**config.mk**
```make
export PLATFORM = sky130hd
export DESIGN_NAME = trap_ctrl
export DESIGN_NICKNAME = d
export VERILOG_FILES = /design/src/rtl/trap_ctrl_pkg.sv /design/src/rtl/trap_ctrl.sv
export SDC_FILE = /design/constraint.sdc
export NUM_CORES = 1
export LEC_CHECK = 0
export BUFFER_PORTS_ARGS = -buffer_cell sky130_fd_sc_hd__buf_4
export CELL_PAD_IN_SITES_DETAIL_PLACEMENT = 1
export CELL_PAD_IN_SITES_GLOBAL_PLACEMENT = 1
export CORE_ASPECT_RATIO = 1.5
export CORE_MARGIN = 8
export CORE_UTILIZATION = 31
export CTS_CLUSTER_DIAMETER = 50
export CTS_CLUSTER_SIZE = 28
export DETAILED_ROUTE_END_ITERATION = 7
export PLACE_DENSITY_LB_ADDON = 0.08
export SYNTH_ARGS = -nofsm -noshare
export SYNTH_HDL_FRONTEND = slang
export SYNTH_SLANG_ARGS = --single-unit
```
**constraint.sdc**
```tcl
create_clock -name clk -period 2.95 [get_ports clk]
set_clock_uncertainty 0.1 [all_clocks]
set_input_delay 0.4425 -clock clk [delete_from_list [all_inputs] [get_ports clk]]
set_output_delay 0.4425 -clock clk [all_outputs]
set_load 0.03 [all_outputs]
```
**src/rtl/trap_ctrl_pkg.sv**
```systemverilog
// Shared constants for the machine-mode trap sequencer: state encoding,
// CSR addresses, cause codes, mstatus bit positions and mstatus update helpers.
package trap_ctrl_pkg;

   localparam int unsigned DATA_WIDTH     = 32;
   localparam int unsigned MEM_ADDR_WIDTH = 32;

   localparam logic [MEM_ADDR_WIDTH-1:0] CSR_MSTATUS = 32'h0000_0300;
   localparam logic [MEM_ADDR_WIDTH-1:0] CSR_MEPC    = 32'h0000_0341;
   localparam logic [MEM_ADDR_WIDTH-1:0] CSR_MCAUSE  = 32'h0000_0342;

   localparam logic [2:0] S_IDLE          = 3'd0;
   localparam logic [2:0] S_W_MEPC        = 3'd1;
   localparam logic [2:0] S_W_MCAUSE      = 3'd2;
   localparam logic [2:0] S_W_MSTATUS     = 3'd3;
   localparam logic [2:0] S_W_MSTATUS_RET = 3'd4;
   localparam logic [2:0] S_JUMP          = 3'd5;

   localparam logic [DATA_WIDTH-1:0] CAUSE_ECALL     = 32'd11;
   localparam logic [DATA_WIDTH-1:0] CAUSE_EBREAK    = 32'd3;
   localparam logic [DATA_WIDTH-1:0] CAUSE_TIMER_IRQ = 32'h8000_0007;

   localparam int unsigned MSTATUS_MIE  = 3;
   localparam int unsigned MSTATUS_MPIE = 7;

   // Trap entry: stash MIE into MPIE and disable interrupts.
   function automatic logic [DATA_WIDTH-1:0] mstatus_enter(input logic [DATA_WIDTH-1:0] ms);
      logic [DATA_WIDTH-1:0] r;
      r               = ms;
      r[MSTATUS_MPIE] = ms[MSTATUS_MIE];
      r[MSTATUS_MIE]  = 1'b0;
      return r;
   endfunction

   // Trap return: restore MIE from MPIE and set MPIE.
   function automatic logic [DATA_WIDTH-1:0] mstatus_leave(input logic [DATA_WIDTH-1:0] ms);
      logic [DATA_WIDTH-1:0] r;
      r               = ms;
      r[MSTATUS_MIE]  = ms[MSTATUS_MPIE];
      r[MSTATUS_MPIE] = 1'b1;
      return r;
   endfunction

endpackage

```
**src/rtl/trap_ctrl.sv**
```systemverilog
// Machine-mode trap sequencer: detects ecall/ebreak/mret/timer irq, stalls the
// pipeline, writes mepc/mcause/mstatus one per cycle, then pulses a redirect.
// TRAP_CTRL_IRQ_LATCH_EN: when defined, a rising irq_i is latched as pending
// until taken; otherwise irq_i is a level request sampled only in IDLE.
module trap_ctrl
   import trap_ctrl_pkg::*;
#(
   parameter logic [DATA_WIDTH-1:0] IRQ_CAUSE = CAUSE_TIMER_IRQ
) (
   input  logic                      clk,
   input  logic                      rst,
   input  logic [DATA_WIDTH-1:0]     inst_addr_i,
   input  logic                      ecall_i,
   input  logic                      ebreak_i,
   input  logic                      mret_i,
   input  logic                      jump_flag_i,
   input  logic [DATA_WIDTH-1:0]     jump_addr_i,
   input  logic                      irq_i,
   input  logic                      ex_csr_we_i,
   input  logic                      global_int_en_i,
   input  logic [DATA_WIDTH-1:0]     csr_mtvec_i,
   input  logic [DATA_WIDTH-1:0]     csr_mepc_i,
   input  logic [DATA_WIDTH-1:0]     csr_mstatus_i,
   output logic                      csr_we_o,
   output logic [MEM_ADDR_WIDTH-1:0] csr_waddr_o,
   output logic [DATA_WIDTH-1:0]     csr_wdata_o,
   output logic                      hold_o,
   output logic                      int_assert_o,
   output logic [DATA_WIDTH-1:0]     int_addr_o
);

   logic [2:0]                state;
   logic [2:0]                state_next;
   logic [DATA_WIDTH-1:0]     epc;
   logic [DATA_WIDTH-1:0]     epc_next;
   logic [DATA_WIDTH-1:0]     cause;
   logic [DATA_WIDTH-1:0]     cause_next;
   logic [DATA_WIDTH-1:0]     target;
   logic [DATA_WIDTH-1:0]     target_next;
   logic                      we_next;
   logic [MEM_ADDR_WIDTH-1:0] waddr_next;
   logic [DATA_WIDTH-1:0]     wdata_next;
   logic                      assert_next;
   logic [DATA_WIDTH-1:0]     addr_next;
   logic                      accept_c;
   logic                      clear_pend_c;
   logic                      irq_pend;

`ifdef TRAP_CTRL_IRQ_LATCH_EN
   logic irq_prev;

   // Latch a rising irq edge until the interrupt is taken; a new edge wins over the clear.
   always_ff @(posedge clk or posedge rst) begin
      if (rst) begin
         irq_prev <= 1'b0;
         irq_pend <= 1'b0;
      end else begin
         irq_prev <= irq_i;
         irq_pend <= (irq_pend & ~clear_pend_c) | (irq_i & ~irq_prev);
      end
   end
`else
   assign irq_pend = irq_i;
`endif

   // Next state, capture values and the registered write-port / redirect values.
   always_comb begin
      state_next   = state;
      epc_next     = epc;
      cause_next   = cause;
      target_next  = target;
      we_next      = 1'b0;
      waddr_next   = '0;
      wdata_next   = '0;
      assert_next  = 1'b0;
      addr_next    = '0;
      accept_c     = 1'b0;
      clear_pend_c = 1'b0;

      case (state)
         S_IDLE: begin
            // Ex CSR writes take precedence in the CSR file, so hold off any event.
            if (!ex_csr_we_i) begin
               if (ecall_i || ebreak_i) begin
                  accept_c   = 1'b1;
                  epc_next   = inst_addr_i;
                  cause_next = ecall_i ? CAUSE_ECALL : CAUSE_EBREAK;
                  state_next = S_W_MEPC;
                  we_next    = 1'b1;
                  waddr_next = CSR_MEPC;
                  wdata_next = inst_addr_i;
               end else if (mret_i) begin
                  accept_c   = 1'b1;
                  state_next = S_W_MSTATUS_RET;
                  we_next    = 1'b1;
                  waddr_next = CSR_MSTATUS;
                  wdata_next = mstatus_leave(csr_mstatus_i);
               end else if (irq_pend && global_int_en_i) begin
                  accept_c     = 1'b1;
                  clear_pend_c = 1'b1;
                  epc_next     = jump_flag_i ? jump_addr_i : DATA_WIDTH'(inst_addr_i + 32'd4);
                  cause_next   = IRQ_CAUSE;
                  state_next   = S_W_MEPC;
                  we_next      = 1'b1;
                  waddr_next   = CSR_MEPC;
                  wdata_next   = epc_next;
               end
            end
         end
         S_W_MEPC: begin
            state_next = S_W_MCAUSE;
            we_next    = 1'b1;
            waddr_next = CSR_MCAUSE;
            wdata_next = cause;
         end
         S_W_MCAUSE: begin
            state_next = S_W_MSTATUS;
            we_next    = 1'b1;
            waddr_next = CSR_MSTATUS;
            wdata_next = mstatus_enter(csr_mstatus_i);
         end
         S_W_MSTATUS: begin
            state_next  = S_JUMP;
            target_next = csr_mtvec_i;
            assert_next = 1'b1;
            addr_next   = csr_mtvec_i;
         end
         S_W_MSTATUS_RET: begin
            state_next  = S_JUMP;
            target_next = csr_mepc_i;
            assert_next = 1'b1;
            addr_next   = csr_mepc_i;
         end
         S_JUMP: begin
            state_next = S_IDLE;
         end
         default: begin
            state_next = S_IDLE;
         end
      endcase
   end

   // Stall from the detection cycle through the redirect cycle.
   assign hold_o = (state != S_IDLE) | accept_c;

   // State, capture and output registers; reset abandons any sequence in flight.
   always_ff @(posedge clk or posedge rst) begin
      if (rst) begin
         state        <= S_IDLE;
         epc          <= '0;
         cause        <= '0;
         target       <= '0;
         csr_we_o     <= 1'b0;
         csr_waddr_o  <= '0;
         csr_wdata_o  <= '0;
         int_assert_o <= 1'b0;
         int_addr_o   <= '0;
      end else begin
         state        <= state_next;
         epc          <= epc_next;
         cause        <= cause_next;
         target       <= target_next;
         csr_we_o     <= we_next;
         csr_waddr_o  <= waddr_next;
         csr_wdata_o  <= wdata_next;
         int_assert_o <= assert_next;
         int_addr_o   <= addr_next;
      end
   end

endmodule

```
==> summary.md <==
| Metric | Value |
|---|---|
| Headroom to the max-slew limit | a little under half |
| Cells on worst reg2reg path | 5 |
| Arrival time at the worst endpoint | 2.50 ns |
| Finished Cell Area | 6551 sq um |
| CTS-repair resized insts | 0 |
| PD cells | 786.6 nW/um^2 |
| Via count of the first global-routing pass | 5153 |
| Post-synthesis cell count | 451 |
| I/O pin count | about 270 |
| Compound-cell area share of the yosys netlist | between 20% and 30% |
| Post-placement cell count | 842 |
| Critical R2R Capture | cause[3] |
| Remaining DRCs | 0 |
| Sum of negative setup slack | 0 ns |
| Post-cts hold buffer count | 0 |
| Leading area contributor after synthesis | sky130_fd_sc_hd__dfrtp_1 |
| Largest family of logic cells by synthesized area | compound AO/OA/AOI/OAI gates |
| # port buffers | 240 |
| CTS Buffer Depth | 2 |
| Post-route antenna net violation count | 0 |
| CTS tree | done |
| Startpoint kind of the worst setup timing path | flip-flop |
| Clk slew on worst S/H paths | 0.06 ns |
| Routability Congestion | 0.8392 |
| Skew-Pair Late Insertion Delay | 0.33 ns |
| Seq cells post-synth | 75 |
| Minimum setup slack after placement | 0.4467 ns |
| Number of diodes added for antenna fixing | 0 |
| Setup crit end kind | flip-flop |
| Actual slew at the worst max-slew pin | 0.8142 ns |
| Buffer cell driving the clock tree root | sky130_fd_sc_hd__clkbuf_16 |
| Floorplan core area | ~14000 sq um |
| Worst reg-to-reg setup slack | 0.57 ns |
| Number of failing setup endpoints in the final timing report | 0 |
| Nets | 858 |
| Area of the die | 18000 sq um |
| Total via count after detailed routing | approximately 4600 |
| Outcome | complete, no violations |
| Placed wire-length estimate after detailed placement | about 15000 um |
| Combined global-route utilization of all metal layers | 20.73% |
| Number of standard cells in the final layout excluding fillers | 858 |
| Largest net degree at the start of global routing | 76 |
| Share of flip-flops with an asynchronous set or reset after synthesis | 100.0% |
| Wire length reported by the detailed router | 18760 um |
| Area growth from synthesis to layout | 52.08% |
| Number of setup buffers added after CTS | 0 |
| Fmax | 420.2 MHz |
| Fin crit share | between 80% and 90% |
| Smallest hold slack | 0.09237 ns |
| Leading cell type by number of instances after synthesis | sky130_fd_sc_hd__dfrtp_1 |
| Total power after layout | 5.153 mW |
| Height of the chip | 160.4 um |
| Final setup slack of the worst path | 0.5703 ns |
| Kind of critical path | flip-flop to flip-flop |
| Number of enable flip-flop cells after synthesis | 0 |
| Number of clock sinks | 75 |
| Reported leakage power | 3.201 nW |
| R2r startpoint | state[0] |
| Top post-synthesis cells by count | sky130_fd_sc_hd__dfrtp_1 (75), sky130_fd_sc_hd__a22o_1 (36), sky130_fd_sc_hd__o21ai_0 (35), sky130_fd_sc_hd__buf_4 (29), sky130_fd_sc_hd__nand2_1 (29) |
| Portion of the post-synthesis area used by sequential elements | 43.57% |
| Adder and majority cell fraction of the synthesized area | less than 1% |
| Wire length of the first global-routing pass | 29410 um |
| Share of the synthesized area in the top cell type | 43.57% |
| Grt ovf | 0 |
| Crit path required time | 3.07 ns |
| Horizontal extent of the die | 112.3 um |
| Total count of max-transition violations in the final report | 0 |
| Standard-cell row count | 53 |
| Hold Violations, Final | 0 |
| Setup repair after global routing missed its margin | false |
| XOR/XNOR Fraction of Synth Area | 4.473% |
| End-of-flow core utilization | 47.50% |
| Detailed-route vias per instance | 5.345 |
| Fraction of final layout cells sized beyond drive strength 1 | roughly 42% |
| Predominant post-synthesis flop cell | sky130_fd_sc_hd__dfrtp_1 |
| Synth area leaders | sky130_fd_sc_hd__dfrtp_1 (44%), sky130_fd_sc_hd__a22o_1 (7.3%), sky130_fd_sc_hd__buf_4 (5.1%), sky130_fd_sc_hd__o21ai_0 (4.1%), sky130_fd_sc_hd__a22oi_1 (3.8%) |
| Syn Area/Cell | 9.552 sq um |
| Total of warnings raised by yosys | 0 |
| Number of antenna violations at the first check in global routing | 0 |
| Synth Cell Area | 4308 sq um |
| Cell area after placement | ~6200 sq um |
| Worst min-delay path class | input pin to asynchronous set/reset pin |
| Multiplexer share of the synthesized area | 1.423% |
| Deepest level of the CTS H-tree | 3 |
| Maximum fanout along the worst path | 11 |
| Initial Utilization | 31.23% |
| DR pass1 iterations | 4 |
| Area fraction in and, or, nand and nor cells after synthesis | 16.47% |
| Unique cell type count in the Yosys netlist | 58 |
| Clock buffers created by TritonCTS | 9 |
| Avg WL per Cell | approximately 22 um |
| Iter 0 DRT Violations | around 170 |
| Worst VDD drop | ~0.29 mV |
| Count of maximum capacitance violations | 0 |
| Final critical-path required period | 2.380 ns |
[critical path, cell delays in order (launching register included)]
cell	delay [ns]
sky130_fd_sc_hd__dfrtp_1	0.49
sky130_fd_sc_hd__nor3_1	0.29
sky130_fd_sc_hd__nand2b_1	0.33
sky130_fd_sc_hd__buf_4	0.28
sky130_fd_sc_hd__nor2_1	0.37
sky130_fd_sc_hd__mux2_2	0.40
[cell families after synthesis]
group | after synthesis
xor gates and xnor gates | 22
adders and majority gates | 1
and+or+nand+nor | 128
buffers and inverters | 65
AOI/OAI and AO/OA | 153
DFF | 75
other | 1
muxes | 6
[worst max path at each step]
stage                              start  slack (ns)              end  depth (start not counted)
after global routing            state[0]        0.34         cause[3]                          5
after floorplan                      rst        0.50         cause[1]                          1
final                           state[0]        0.57         cause[3]                          5
after detailed placement  inst_addr_i[2]        0.45  csr_wdata_o[26]                          7
after CTS                       state[0]        0.53         cause[3]                          5
after global placement    inst_addr_i[2]        0.49  csr_wdata_o[26]                          7
[placed cells by master (no fill, tap or decap), types with 3 or more instances in the layout]
cell type,count
sky130_fd_sc_hd__xor2_1,10
sky130_fd_sc_hd__conb_1,27
sky130_fd_sc_hd__mux2i_1,5
sky130_fd_sc_hd__nor3_1,10
sky130_fd_sc_hd__or3_1,4
sky130_fd_sc_hd__a31oi_1,6
sky130_fd_sc_hd__xnor2_1,12
sky130_fd_sc_hd__a221o_1,5
sky130_fd_sc_hd__inv_1,6
sky130_fd_sc_hd__o221ai_1,3
sky130_fd_sc_hd__dfrtp_1,75
sky130_fd_sc_hd__nor3_2,3
sky130_fd_sc_hd__o21ai_0,35
sky130_fd_sc_hd__nand4_1,11
sky130_fd_sc_hd__a21oi_1,20
sky130_fd_sc_hd__nor2_1,24
sky130_fd_sc_hd__nand3_1,14
sky130_fd_sc_hd__a22oi_1,22
sky130_fd_sc_hd__a22o_1,36
sky130_fd_sc_hd__buf_4,256
sky130_fd_sc_hd__nand2_1,29
sky130_fd_sc_hd__o21a_1,5
sky130_fd_sc_hd__a211oi_1,3
sky130_fd_sc_hd__a221oi_1,3
sky130_fd_sc_hd__nand2b_1,4
sky130_fd_sc_hd__or2_2,5
sky130_fd_sc_hd__and3_1,7
sky130_fd_sc_hd__clkbuf_16,9
[flip-flops by register name, indices dropped and copies added (netlist names)]
signal,count
state,3
csr_waddr_o,4
cause,3
int_assert_o,1
int_addr_o,32
csr_wdata_o,32
[per-layer routing]
layer / share of wire (%) / up-vias / wire length (um) / GRT usage, %
li1: - / 2102 / - / -
met1: 39 / 2240 / 7324 / 23.44
met2: 51 / 220 / 9635 / 36.55
met3: 7.1 / 24 / 1332 / 5.675
met4: 2.5 / 0 / 467 / 7.086
met5: 0 / - / 0 / 0
[cell type report]
cell class              instances  area, sq um
clock inverters                 6        90.09
flip-flops and latches         75         1877
fillers                      1659         7242
multi-input cells             337         2176
clock buffers                  10        229.0
inverters                       8        31.28
repair buffers                257         1942
well taps                     165        206.4
[power by group]
part	internal (mW)	switching (mW)	total (mW)	leakage, nW
clock	0.743	0.450	1.19	0.153
sequential	1.37	0.161	1.53	0.996
combinational	0.941	1.49	2.43	2.05
total	3.05	2.10	5.15	3.20
Power figures use the tool's default switching activity.
